<file path="src/rtl/neuron_unit.sv">
// neuron_unit: four-neuron fixed-point classifier over a 7x7 window.
// Three register stages: window capture, weighted sum, bias/shift/ReLU/saturate.
module neuron_unit #(
    parameter logic [1567:0] WEIGHTS = {196{8'sd1}},
    parameter logic [127:0]  BIASES  = '0,
    parameter int            SHIFT   = 0,
    parameter int            RELU    = 1
) (
    input  logic               clk,
    input  logic               reset,
    input  logic               de_in,
    input  logic [55:0]        line_0_in,
    input  logic [55:0]        line_1_in,
    input  logic [55:0]        line_2_in,
    input  logic [55:0]        line_3_in,
    input  logic [55:0]        line_4_in,
    input  logic [55:0]        line_5_in,
    input  logic [55:0]        line_6_in,
    output logic signed [31:0] symbol_0,
    output logic signed [31:0] symbol_1,
    output logic signed [31:0] symbol_2,
    output logic signed [31:0] symbol_3
);
    logic [55:0]        lines [7];
    logic [7:0]         pix   [49];
    logic               v1, v2;
    logic signed [23:0] acc   [4];
    logic signed [23:0] acc_d [4];
    logic signed [33:0] sum   [4];
    logic signed [33:0] sh    [4];
    logic signed [33:0] rl    [4];
    logic signed [31:0] sym   [4];
    logic signed [31:0] sym_d [4];
    assign lines = '{line_0_in, line_1_in, line_2_in, line_3_in, line_4_in, line_5_in, line_6_in};
    always_ff @(posedge clk) begin
        if (reset) begin
            v1 <= 1'b0;
            for (int i = 0; i < 49; i++) pix[i] <= '0;
        end else begin
            v1 <= de_in;
            if (de_in)
                for (int r = 0; r < 7; r++)
                    for (int c = 0; c < 7; c++)
                        pix[r*7+c] <= lines[r][55-8*c -: 8];
        end
    end
    // Modulo-2^24 products of zero-extended pixels and sign-extended weights give the exact signed sum.
    always_comb begin
        for (int k = 0; k < 4; k++) begin
            acc_d[k] = '0;
            for (int i = 0; i < 49; i++)
                acc_d[k] = acc_d[k] + {16'b0, pix[i]} *
                           {{16{WEIGHTS[(k*49+i)*8+7]}}, WEIGHTS[(k*49+i)*8 +: 8]};
        end
    end
    always_ff @(posedge clk) begin
        if (reset) begin
            v2 <= 1'b0;
            for (int k = 0; k < 4; k++) acc[k] <= '0;
        end else begin
            v2 <= v1;
            if (v1)
                for (int k = 0; k < 4; k++) acc[k] <= acc_d[k];
        end
    end
    always_comb begin
        for (int k = 0; k < 4; k++) begin
            sum[k]   = {{10{acc[k][23]}}, acc[k]} + {{2{BIASES[k*32+31]}}, BIASES[k*32 +: 32]};
            sh[k]    = sum[k] >>> SHIFT;
            rl[k]    = (RELU != 0 && sh[k] < 0) ? '0 : sh[k];
            sym_d[k] = (rl[k][33:31] == 3'b000 || rl[k][33:31] == 3'b111) ? rl[k][31:0] :
                       rl[k][33] ? 32'h8000_0000 : 32'h7FFF_FFFF;
        end
    end
    always_ff @(posedge clk) begin
        if (reset) begin
            for (int k = 0; k < 4; k++) sym[k] <= '0;
        end else if (v2) begin
            for (int k = 0; k < 4; k++) sym[k] <= sym_d[k];
        end
    end
    assign symbol_0 = sym[0];
    assign symbol_1 = sym[1];
    assign symbol_2 = sym[2];
    assign symbol_3 = sym[3];
endmodule

</file>
<file path="config.mk">
export PLATFORM = sky130hd
export DESIGN_NAME = neuron_unit
export DESIGN_NICKNAME = d
export VERILOG_FILES = /design/src/rtl/neuron_unit.sv
export SDC_FILE = /design/constraint.sdc
export NUM_CORES = 1
export LEC_CHECK = 0
export CORE_ASPECT_RATIO = 1.1
export CORE_UTILIZATION = 57
export CTS_CLUSTER_DIAMETER = 120
export DETAILED_ROUTE_END_ITERATION = 8
export GPL_TIMING_DRIVEN = 0
export PLACE_DENSITY = 0.87
export REMOVE_ABC_BUFFERS = 1
export SETUP_SLACK_MARGIN = 0.05
export SYNTH_ARGS = -nofsm -noshare
export SYNTH_HDL_FRONTEND = slang
export SYNTH_SLANG_ARGS = --single-unit
</file>
<file path="constraint.sdc">
create_clock -name clk -period 14.67 [get_ports clk]
set_input_delay 2.934 -clock clk [delete_from_list [all_inputs] [get_ports clk]]
set_output_delay 2.934 -clock clk [all_outputs]
set_load 0.05 [all_outputs]
</file>
---- Yosys cells after proc, flatten, opt, wreduce, memory -nomap -nowiden ----
Memory sizes are Yosys's and may differ from the RTL's.
Index checks and enable logic that the tools add are counted.
storage, ports and cells
  word-level logic and storage cells ...... 206
  bits in writable memories ............... 616
  bits of input ports ..................... 395
  memories ................................ 3
  bits in registers ....................... 2
  memory bits (read-only) ................. 0
  latch bits .............................. 0
cells by class
  bitwise gates (word level) .............. 57
  multipliers ............................. 0
  reduce and logical (&&, ||, !) cells .... 8
  eq/ne operators ......................... 4
  $lt $le $gt $ge ......................... 4
  mux-type cells .......................... 80
  divide/modulo/power cells ............... 0
  shift-type cells ........................ 0
  add/sub/neg operators ................... 48
memory list
  memory  depth  bits a word  rd ports  clocked after Yosys merged registers in  wr ports  line  text
  pix     49     8            49        0                                        49        25    logic [7:0] pix [49];
  sym     4      32           4         0                                        4         32    logic signed [31:0] sym [4];
  acc     4      24           4         0                                        4         27    logic signed [23:0] acc [4];
operator list
  kind                                                                           number
  24-bit by 8-bit adder with 24-bit output                                       41
  8-bit 2-to-1 mux                                                               49
  32-bit 2-to-1 mux                                                              12
  34-bit 2-to-1 mux                                                              4
  24-bit by 1-bit less-than comparator with 1-bit output, second input constant  4
  24-bit 2-to-1 mux                                                              4
  1-bit OR                                                                       57
  14-bit by 8-bit adder with 15-bit output                                       1
  13-bit by 8-bit adder with 14-bit output                                       1
  12-bit by 8-bit adder with 13-bit output                                       1
  11-bit by 8-bit adder with 12-bit output                                       1
  3-bit == test, second input constant                                           4
  3-bit zero test                                                                4
  10-bit by 8-bit adder with 11-bit output                                       1
  1-bit 2-to-1 mux                                                               11
  9-bit by 8-bit adder with 10-bit output                                        1
  8-bit by 8-bit adder with 9-bit output                                         1
  1-bit logical OR                                                               4

---- Depth between registers and ports, before layout ----
  depth after elaboration ................. 49
  gate-level depth with buffers ........... 33
  mapped depth without buffers ............ 33

---- Least setup slack after synthesis ----
Ideal clock, no wire load.
  path kind ............................... input to register
  start ................................... input reset
  end ..................................... memory pix[0][0] (enable)
  data required time ...................... 14.076 ns
  stages on the path ...................... 4
  arrival ................................. 8.455 ns
  slack ................................... 5.621 ns
  buffers on the path ..................... 3
  path through ............................ clkbuf_1 -> clkbuf_1 -> clkbuf_1 -> or2_2
RTL lines
  element             line  text
  start: declaration  10    input logic reset,
  end: declaration    25

==> results.py <==
metrics = {
    "grt": {
        "gr-usage-met3_pct": 3.49,
        "met2_usage_pct": 47.7,
        "busiest_layer": "met2",
        "antenna_found_initial": 14,
        "grt_pass1_wl_um": 88900,
        "grt_pass1_vias": 16800,
        "grt_max_degree": 87,
        "grt_use_total_pct": 24.8,
        "gr-total-overflow": 0,
        "grt_use_met1_pct": 26.7,
    },
    "logic_synthesis": {
        "synth.top_cells.by_area": "edfxtp_1 48%, fa_1 27%, and2_1 6.8%, inv_1 6.7%, buf_4 3.2%",
        "synth_xor_area_share_pct": 0.361,
        "synth_adder_area_share_pct": 30.0,
        "synth_seq_cells": 424,
        "synth_common_cells": "474 x inv_1, 422 x edfxtp_1, 363 x fa_1, 291 x and2_1, 125 x nor2b_1",
        "ys_seq_area_share_pct": 47.7,
        "syn_area_sq_um": 26700,
        "ys_async_sr_fraction_pct": 0,
        "synth_edf_count": 422,
        "synth_top_family_by_area": "adder cells",
        "yosysTopAreaCellShare_pct": 47.5,
        "synth-main-ff-cell": "edfxtp_1",
        "synth_compound_area_share_pct": 0.924,
        "synth-simple-area-share_pct": 10.5,
        "post-synth-top-count-cell": "inv_1",
        "muxShareOfSynthArea_pct": 0.0375,
        "yosysTopAreaCell": "edfxtp_1",
        "syn_inst": 1982,
        "ys.warnings.count": 0,
        "synth_cell_type_count": 37,
        "synth.avg_cell_area_sq_um": 13.5,
    },
    "die": {
        "io_pins": 523,
        "die_x_um": 208,
        "die_area_sq_um": 47700,
        "rows": 82,
        "core_sq_um": 45900,
        "start_util_pct": 58.1,
        "die_h_um": 229,
    },
    "critical_path": {
        "critPathLaunchType": "flip-flop",
        "critical_path.most_common_cell": "fa_1",
        "critical_path.top_delay_family": "adder cells",
        "required_ns": 14.96,
        "arrival_ns": 10.02,
        "crit_fanout": 5,
        "r2r.worst_path.cells": 27,
        "critical_path_buf_inv_count": 4,
        "endpoint_kind": "flip-flop",
        "critPathSlowestCell": "fa_1",
        "crit_type": "reg2reg",
        "max_stage_delay_ns": 0.55,
        "r2r_start": "pix[4][2]$_SDFFCE_PN0P_",
        "rrSetupSlack_ns": 4.94,
        "timing.rr.end": "acc[3][14]$_SDFFCE_PN0P_",
    },
    "placement": {
        "dp_cells": 2941,
        "port_buffers": 454,
        "place.gp.congestion": 0.835,
        "dp_hpwl_um": 44400,
    },
    "job": {
        "drv_cap": 0,
    },
    "route": {
        "drc_errors": 0,
        "vias_per_cell": 4.82,
        "drtIter0Drc": 721,
        "drt-total-wl_um": 56700,
        "vias": 14600,
        "wl_per_cell_um": 18.7,
        "antenna_left": 0,
        "first_pass_iters": 5,
    },
    "final_layout": {
        "drive_gt1_share_pct": 3.17,
        "n_fill_cell": 2851,
        "instances_no_fill": 3032,
        "num-nets-final": 3216,
        "area_growth_syn_to_layout_pct": 23.3,
    },
    "sta": {
        "hold_violations": 0,
        "tns_ns": 0,
        "setup_violations": 0,
        "fin_worst_skew_ns": 0.0164,
        "post-route-period-util_pct": 66.4,
        "maxSlewHeadroom_pct": 38.4,
        "rsz0062_at_grt": "false",
        "max_freq_mhz": 103,
        "tightest_slew_ns": 0.922,
        "slew_violations": 0,
        "min_period_ns": 9.73,
    },
    "clocking": {
        "cts_tree": "yes",
        "post-cts-setup-buffers": 0,
        "cts-root-buf": "clkbuf_16",
        "clkSinkCount": 424,
        "cts_hold_buffers": 0,
        "cts_resized": 0,
        "clkTransAtPathRegs_ns": 0.06,
        "htreeDepth": 2,
        "cts-buffers-inserted": 44,
        "clock_path_buffers": 3,
        "clk_latency_ns": 0.57,
    },
    "worst_hold_path": {
        "hold_end": "sym[0][96]$_SDFFCE_PN0P_",
        "hold_depth": 1,
        "hold_path_class": "reg2reg",
        "min_from": "acc[3][0]$_SDFFCE_PN0P_",
    },
    "status": {
        "outcome": "completed",
    },
}
-- worst reg2reg max path, delay by kind of cell (launching register included) --
family                   cells  cell delay [ns]
flip-flops                   1             0.41
XOR/XNOR                     1             0.19
buffers and inverters        4             0.24
AO/OA/AOI/OAI                7             1.69
adder cells (fa/ha/maj)     15             6.93
-- layer usage --
layer / vias to the layer above / part of all wire [%] / wire length [um]
met5: - / 0 / 0
met4: 0 / 4.3 / 2440
met3: 135 / 3.7 / 2120
met2: 409 / 57 / 32400
met1: 7396 / 35 / 19700
li1: 6687 / - / -
-- logic make-up (layout without fill, tap and decap cells) --
| kind of cell | count (synthesis) | after routing |
|---|---|---|
| buffers and inverters | 634 | 1015 |
| multiplexers | 1 | 1 |
| XOR/XNOR | 11 | 11 |
| AND/OR/NAND/NOR | 454 | 454 |
| AO/OA/AOI/OAI | 35 | 35 |
| flip-flops | 424 | 424 |
| adder cells (fa/ha/maj) | 422 | 422 |
| other | 1 | 82 |
-- through the flow --
step	utilization [%]	instance area, sq um	hold slack [ns]	worst slack, ns
after global routing	71.7	32900	0.538	4.67
after CTS	71.6	32800	0.526	4.94
after floorplan	-	25900	0.497	5.46
final	71.7	32900	0.521	4.94
after detailed placement	68.5	31400	0.513	5.02
after global placement	68.0	31200	0.511	-5.65
-- cell type report --
type / instances / area, sq um / share of cell area [%]
Antenna cell: 14 / 35.0 / 0.107
Timing Repair Buffer: 464 / 4790 / 14.6
Sequential cell: 424 / 12700 / 38.7
Clock inverter: 25 / 254 / 0.773
Multi-Input combinational cell: 991 / 11400 / 34.7
Inverter: 474 / 1780 / 5.41
Tap cell: 588 / 736 / 2.24
Clock buffer: 52 / 1150 / 3.51
-- state kept, by name (all words and copies together) (netlist names) --
register,count
acc,15
pix,392
sym,15
v1,1
v2,1
-- cell usage in the layout (no fill, tap or decap), drive strengths merged, types with 2 or more instances in the layout --
cell           instances
edfxtp               422
xnor2                  7
o21a                   3
buf                   11
nand2b                 2
clkdlybuf4s50        453
inv                  475
or2                    3
clkbuf                52
nand2                  4
diode                 14
nand4                  2
ha                    59
xor2                   4
clkinvlp               2
a21oi                  8
nand3                  4
conb                  68
clkinv                17
a21boi                 2
and2                 291
nor2b                125
nor3                   5
bufinv                 5
nand4b                 2
a21o                   4
dfxtp                  2
a31oi                  2
o21ai                  7
a211oi                 3
nor2                  14
fa                   363
-- how the worst max path moves through the flow --
stage	cells past startpoint	slack, ns	from	end
floorplan	1	5.46	reset	v1$_SDFF_PP0_
finish	27	4.94	pix[4][2]$_SDFFCE_PN0P_	acc[3][14]$_SDFFCE_PN0P_
detailed placement	27	5.02	pix[4][2]$_SDFFCE_PN0P_	acc[3][14]$_SDFFCE_PN0P_
global route	27	4.67	pix[4][2]$_SDFFCE_PN0P_	acc[3][14]$_SDFFCE_PN0P_
CTS	27	4.94	pix[4][2]$_SDFFCE_PN0P_	acc[3][14]$_SDFFCE_PN0P_
global placement	3	-5.65	reset	pix[17][4]$_SDFFCE_PN0P_
Power is left out: the tool's default activity adds up to more than one toggle a clock period on the data nets, which glitch-free logic cannot reach.
==> RTL edit 1 (config.mk and constraints unchanged) <==
Put a register stage on the output `symbol_1`. The value now appears one clock later. The other outputs are not delayed to match.
--- a/src/rtl/neuron_unit.sv
+++ b/src/rtl/neuron_unit.sv
@@ -80,7 +80,9 @@
         end
     end
     assign symbol_0 = sym[0];
-    assign symbol_1 = sym[1];
+    always_ff @(posedge clk) begin
+        symbol_1 <= sym[1];
+    end
     assign symbol_2 = sym[2];
     assign symbol_3 = sym[3];
 endmodule
Function: not settled (the Yosys comparison gave no result); the edit may change what the design does.
==> RTL edit 1 against the unedited design <==
Worst setup slack gained 0.29 ns; via count increased by 1.6%; count of clock-buffer cells in the layout rose by 11; design area up 1.7%; synthesized area increased by 0.80%; utilization about the same; sequential cell count increased by 15; final cell count grew 1.4%; wire length is 1.2% higher; largest cell class unchanged.
Power is left out: the tool's default activity adds up to more than one toggle a clock period on the data nets, which glitch-free logic cannot reach.
==> RTL edit 1: results (changes against the unedited design) <==
- Slack of the worst reg-to-reg path: 5.23 ns (+0.29 ns)
* Detailed-placement wirelength estimate: 44.0 mm (-1.0%)
- The number of diodes added for antenna fixing is 23 (+9).
* First-pass GRT wire length: 90.5 mm (+1.9%)
- Hold Crit Depth: 0 (-1)
- Average wire length per cell after detail routing: 18.7 microns (-0.10%)
- Run status: completed
- The number of instances in the placed design was 2966 (+0.85%).
- The number of fill cells in the layout is 2874 (+0.81%).
- The final standard cell utilization of the core is 71.7% (about the same).
- Finished Cell Area: 33400 sq um (+1.7%)
- The setup clock skew after layout is 0.0136 ns (-0.00275 ns).
* Leading post-synthesis cells by cell area: sky130_fd_sc_hd__edfxtp_1 (47%), sky130_fd_sc_hd__fa_1 (27%), sky130_fd_sc_hd__and2_1 (6.8%)
- Met2 wire length: 31.9 mm (-1.7%)
- Routability congestion estimate: 0.834 (about the same)
- The global-route usage over all layers is 25.2% (+0.43 points).
- The via total after detailed routing is 14900 (+1.6%).
- Share of final layout cell area taken by non-clock buffers: 14.4% (-0.15 points)
- The endpoint identified for the worst register-to-register timing path is acc[3][9]$_SDFFCE_PN0P_.
* Met2 Track Usage GR: 46.8% (-0.87 points)
- CTS buffer count: 46 (+4.5%)
- The number of multi-input logic gates came to 993 (+0.20%).
- Synthesized-area fraction occupied by ao, oa, aoi and oai cells: 0.954% (+0.030 points)
* Adder and majority gate portion of the synthesized area: 29.8% (-0.24 points)
- Arrival @ worst endpoint: 9.74 ns (-0.28 ns)
- The startpoint identified for the worst register-to-register timing path is pix[2][10]$_SDFFCE_PN0P_.
- M1 GR Usage: 27.7% (+1.0 points)
- Gate count after technology mapping: 1984 (+0.10%)
- The path with the worst hold slack has its endpoint at symbol_1[4]$_DFF_P_.
* Share of cell area taken by muxes after synthesis: 0.0745% (+0.037 points)
- NumNets Final: 3236 (+0.62%)
- The sequential element share of the synthesized area came to 48.4% (+0.74 points).
- The number of antenna violations at the first check in global routing came to 22 (+8).
- Ratio of cells with drive above 1 in the final layout: 3.83% (+0.66 points)
- Aggregate routed wire length: 57.4 mm (+1.2%)
* Post-place instance area: 31800 sq um (+1.1%)
* Vias in the first global route: 17000 (+0.95%)
RTL edit 1: cell types whose count changed in the layout (fill, tap and decap cells not counted), moves of 3 or more:
| cell | before | now |
|---|---|---|
| sky130_fd_sc_hd__clkbuf_8 | 0 | 4 |
| sky130_fd_sc_hd__clkinv_2 | 5 | 8 |
| sky130_fd_sc_hd__nand2_1 | 4 | 7 |
| sky130_fd_sc_hd__clkbuf_16 | 45 | 52 |
| sky130_fd_sc_hd__o21ai_0 | 7 | 4 |
| sky130_fd_sc_hd__diode_2 | 14 | 23 |
| sky130_fd_sc_hd__dfxtp_1 | 2 | 17 |
| sky130_fd_sc_hd__clkinv_1 | 10 | 6 |
| sky130_fd_sc_hd__nor2b_1 | 124 | 121 |
| sky130_fd_sc_hd__nand3_1 | 4 | 0 |
RTL edit 1: cell families after synthesis:
logic type / count (synthesis)
other cells: 1
xor+xnor: 13
buf+inv: 619
compound gates: 37
flops: 439
fa+ha+maj: 422
simple gates: 451
mux: 2
RTL edit 1: worst max-delay path by stage:
stage	from	end	slack, ns	cells past startpoint
after global routing	pix[2][10]$_SDFFCE_PN0P_	acc[3][14]$_SDFFCE_PN0P_	4.93	27
after CTS	pix[2][10]$_SDFFCE_PN0P_	acc[3][9]$_SDFFCE_PN0P_	5.24	27
after global placement	reset	pix[3][4]$_SDFFCE_PN0P_	-3.20	3
final	pix[2][10]$_SDFFCE_PN0P_	acc[3][9]$_SDFFCE_PN0P_	5.23	27
after detailed placement	pix[2][10]$_SDFFCE_PN0P_	acc[3][9]$_SDFFCE_PN0P_	5.28	27
after floorplan	reset	v1$_SDFF_PP0_	5.46	1
==> RTL edit 2 (same settings) <==
Without the edit above. Add an input register stage for `line_5_in`, with the module's reset; this delays it by one clock. The other inputs are not delayed to match.
--- a/src/rtl/neuron_unit.sv
+++ b/src/rtl/neuron_unit.sv
@@ -21,6 +21,17 @@
     output logic signed [31:0] symbol_2,
     output logic signed [31:0] symbol_3
 );
+
+    logic [55:0] line_5_q;
+
+    always_ff @(posedge clk) begin
+        if (reset) begin
+            line_5_q <= '0;
+        end else begin
+            line_5_q <= line_5_in;
+        end
+    end
+
     logic [55:0]        lines [7];
     logic [7:0]         pix   [49];
     logic               v1, v2;
@@ -31,7 +42,7 @@
     logic signed [33:0] rl    [4];
     logic signed [31:0] sym   [4];
     logic signed [31:0] sym_d [4];
-    assign lines = '{line_0_in, line_1_in, line_2_in, line_3_in, line_4_in, line_5_in, line_6_in};
+    assign lines = '{line_0_in, line_1_in, line_2_in, line_3_in, line_4_in, line_5_q, line_6_in};
     always_ff @(posedge clk) begin
         if (reset) begin
             v1 <= 1'b0;
Check against the original RTL: not settled (the Yosys comparison gave no result); the edit may change what the design does.
==> RTL edit 2 against the unedited design <==
Design area is 5.1% higher; synthesized cell count up 5.7%; utilization fell by 0.90 points; sequential cell count is 56 higher; clock skew up 0.00057 ns; worst setup slack gained 0.13 ns; synthesized area increased by 5.5%; wire length is 3.1% higher; critical path type unchanged; critical endpoint unchanged.
Power is not shown: default switching activity piles up to over one toggle a cycle in this logic, so the estimate is an artifact.
==> RTL edit 2: results (changes against the unedited design) <==
- Run status: completed
- Non-clock inverter instance count of the final layout: 475 (+0.21%)
* Aggregate routed wire length: 58.4 mm (+3.1%)
- The length of routed wiring on met1 is 20.3 mm (+3.1%).
- Share of final layout cell area taken by non-clock buffers: 13.9% (-0.64 points)
* Vias in the first global route: 17200 (+2.4%)
- The first-pass GRT wire length was 90.2 mm (+1.5%).
- Maximum clock frequency: 0.104 GHz (+1.4%)
- By area the synthesized netlist is led by sky130_fd_sc_hd__edfxtp_1 (45%), sky130_fd_sc_hd__fa_1 (26%), sky130_fd_sc_hd__and2_1 (6.5%).
- The fraction of layout cells with a size suffix above 1 is 3.30% (+0.13 points).
* Drt via density: 4.74 (-1.7%)
- The number of fill cells in the layout is 3069 (+7.6%).
- Routability congestion estimate: 0.812 (-2.7%)
- The worst hold slack after final layout came to 0.518 ns (-0.00339 ns).
- The arrival time reported for the critical path endpoint is 9.93 ns (-0.09 ns).
- The maximum number of pins on one net before global-route repair was 99 (+14%).
- Average wire length per cell after detail routing: 18.1 microns (-3.0%)
* Critical Path Fanout Max: 6 (+1)
- Clock skew after layout: 0.0170 ns (+0.000569 ns)
* Sequential standard cell area: 13800 sq um (+8.8%)
- The met2 wire length was 32.7 mm (+0.88%).
- Post-place instance area: 33000 sq um (+4.9%)
* Synthesized-area fraction occupied by ao, oa, aoi and oai cells: 0.716% (-0.21 points)
- The detailed route wirelength on metal3 was 2.60 mm (+23%).
- Initial antenna violation count: 19 (+5)
- Worst Min Path Start: line_5_q[52]$_SDFF_PP0_
- The clock tree buffer count of the final layout came to 74 (+42%).
- Number of distinct library cells after synthesis: 33 (-11%)
* End point of the most critical hold path: pix[35][4]$_SDFFCE_PP0P_
- Number of placed cells counting well taps: 3113 (+5.8%)
- Share of cell area taken by muxes after synthesis: 0.0712% (+0.034 points)
* Sequential share of the synthesized area: 49.2% (+1.5 points)
- Xor/xnor share of the synthesized area: 0.405% (+0.044 points)
- Placement Setup Slack: 5.08 ns (+0.0530 ns)
RTL edit 2: cell types whose count changed after synthesis, moves of 3 or more:
| cell | before | now |
|---|---|---|
| sky130_fd_sc_hd__nor2_1 | 14 | 8 |
| sky130_fd_sc_hd__nand2_1 | 4 | 7 |
| sky130_fd_sc_hd__dfxtp_1 | 2 | 58 |
| sky130_fd_sc_hd__a211oi_1 | 3 | 0 |
| sky130_fd_sc_hd__o21a_1 | 3 | 0 |
| sky130_fd_sc_hd__clkbuf_1 | 47 | 52 |
| sky130_fd_sc_hd__nor3_1 | 5 | 1 |
| sky130_fd_sc_hd__and3_1 | 0 | 3 |
| sky130_fd_sc_hd__o21bai_1 | 0 | 3 |
| sky130_fd_sc_hd__nor2b_1 | 125 | 178 |
| sky130_fd_sc_hd__o21ai_0 | 7 | 2 |
| sky130_fd_sc_hd__xnor2_1 | 7 | 10 |
| sky130_fd_sc_hd__a21oi_1 | 8 | 12 |
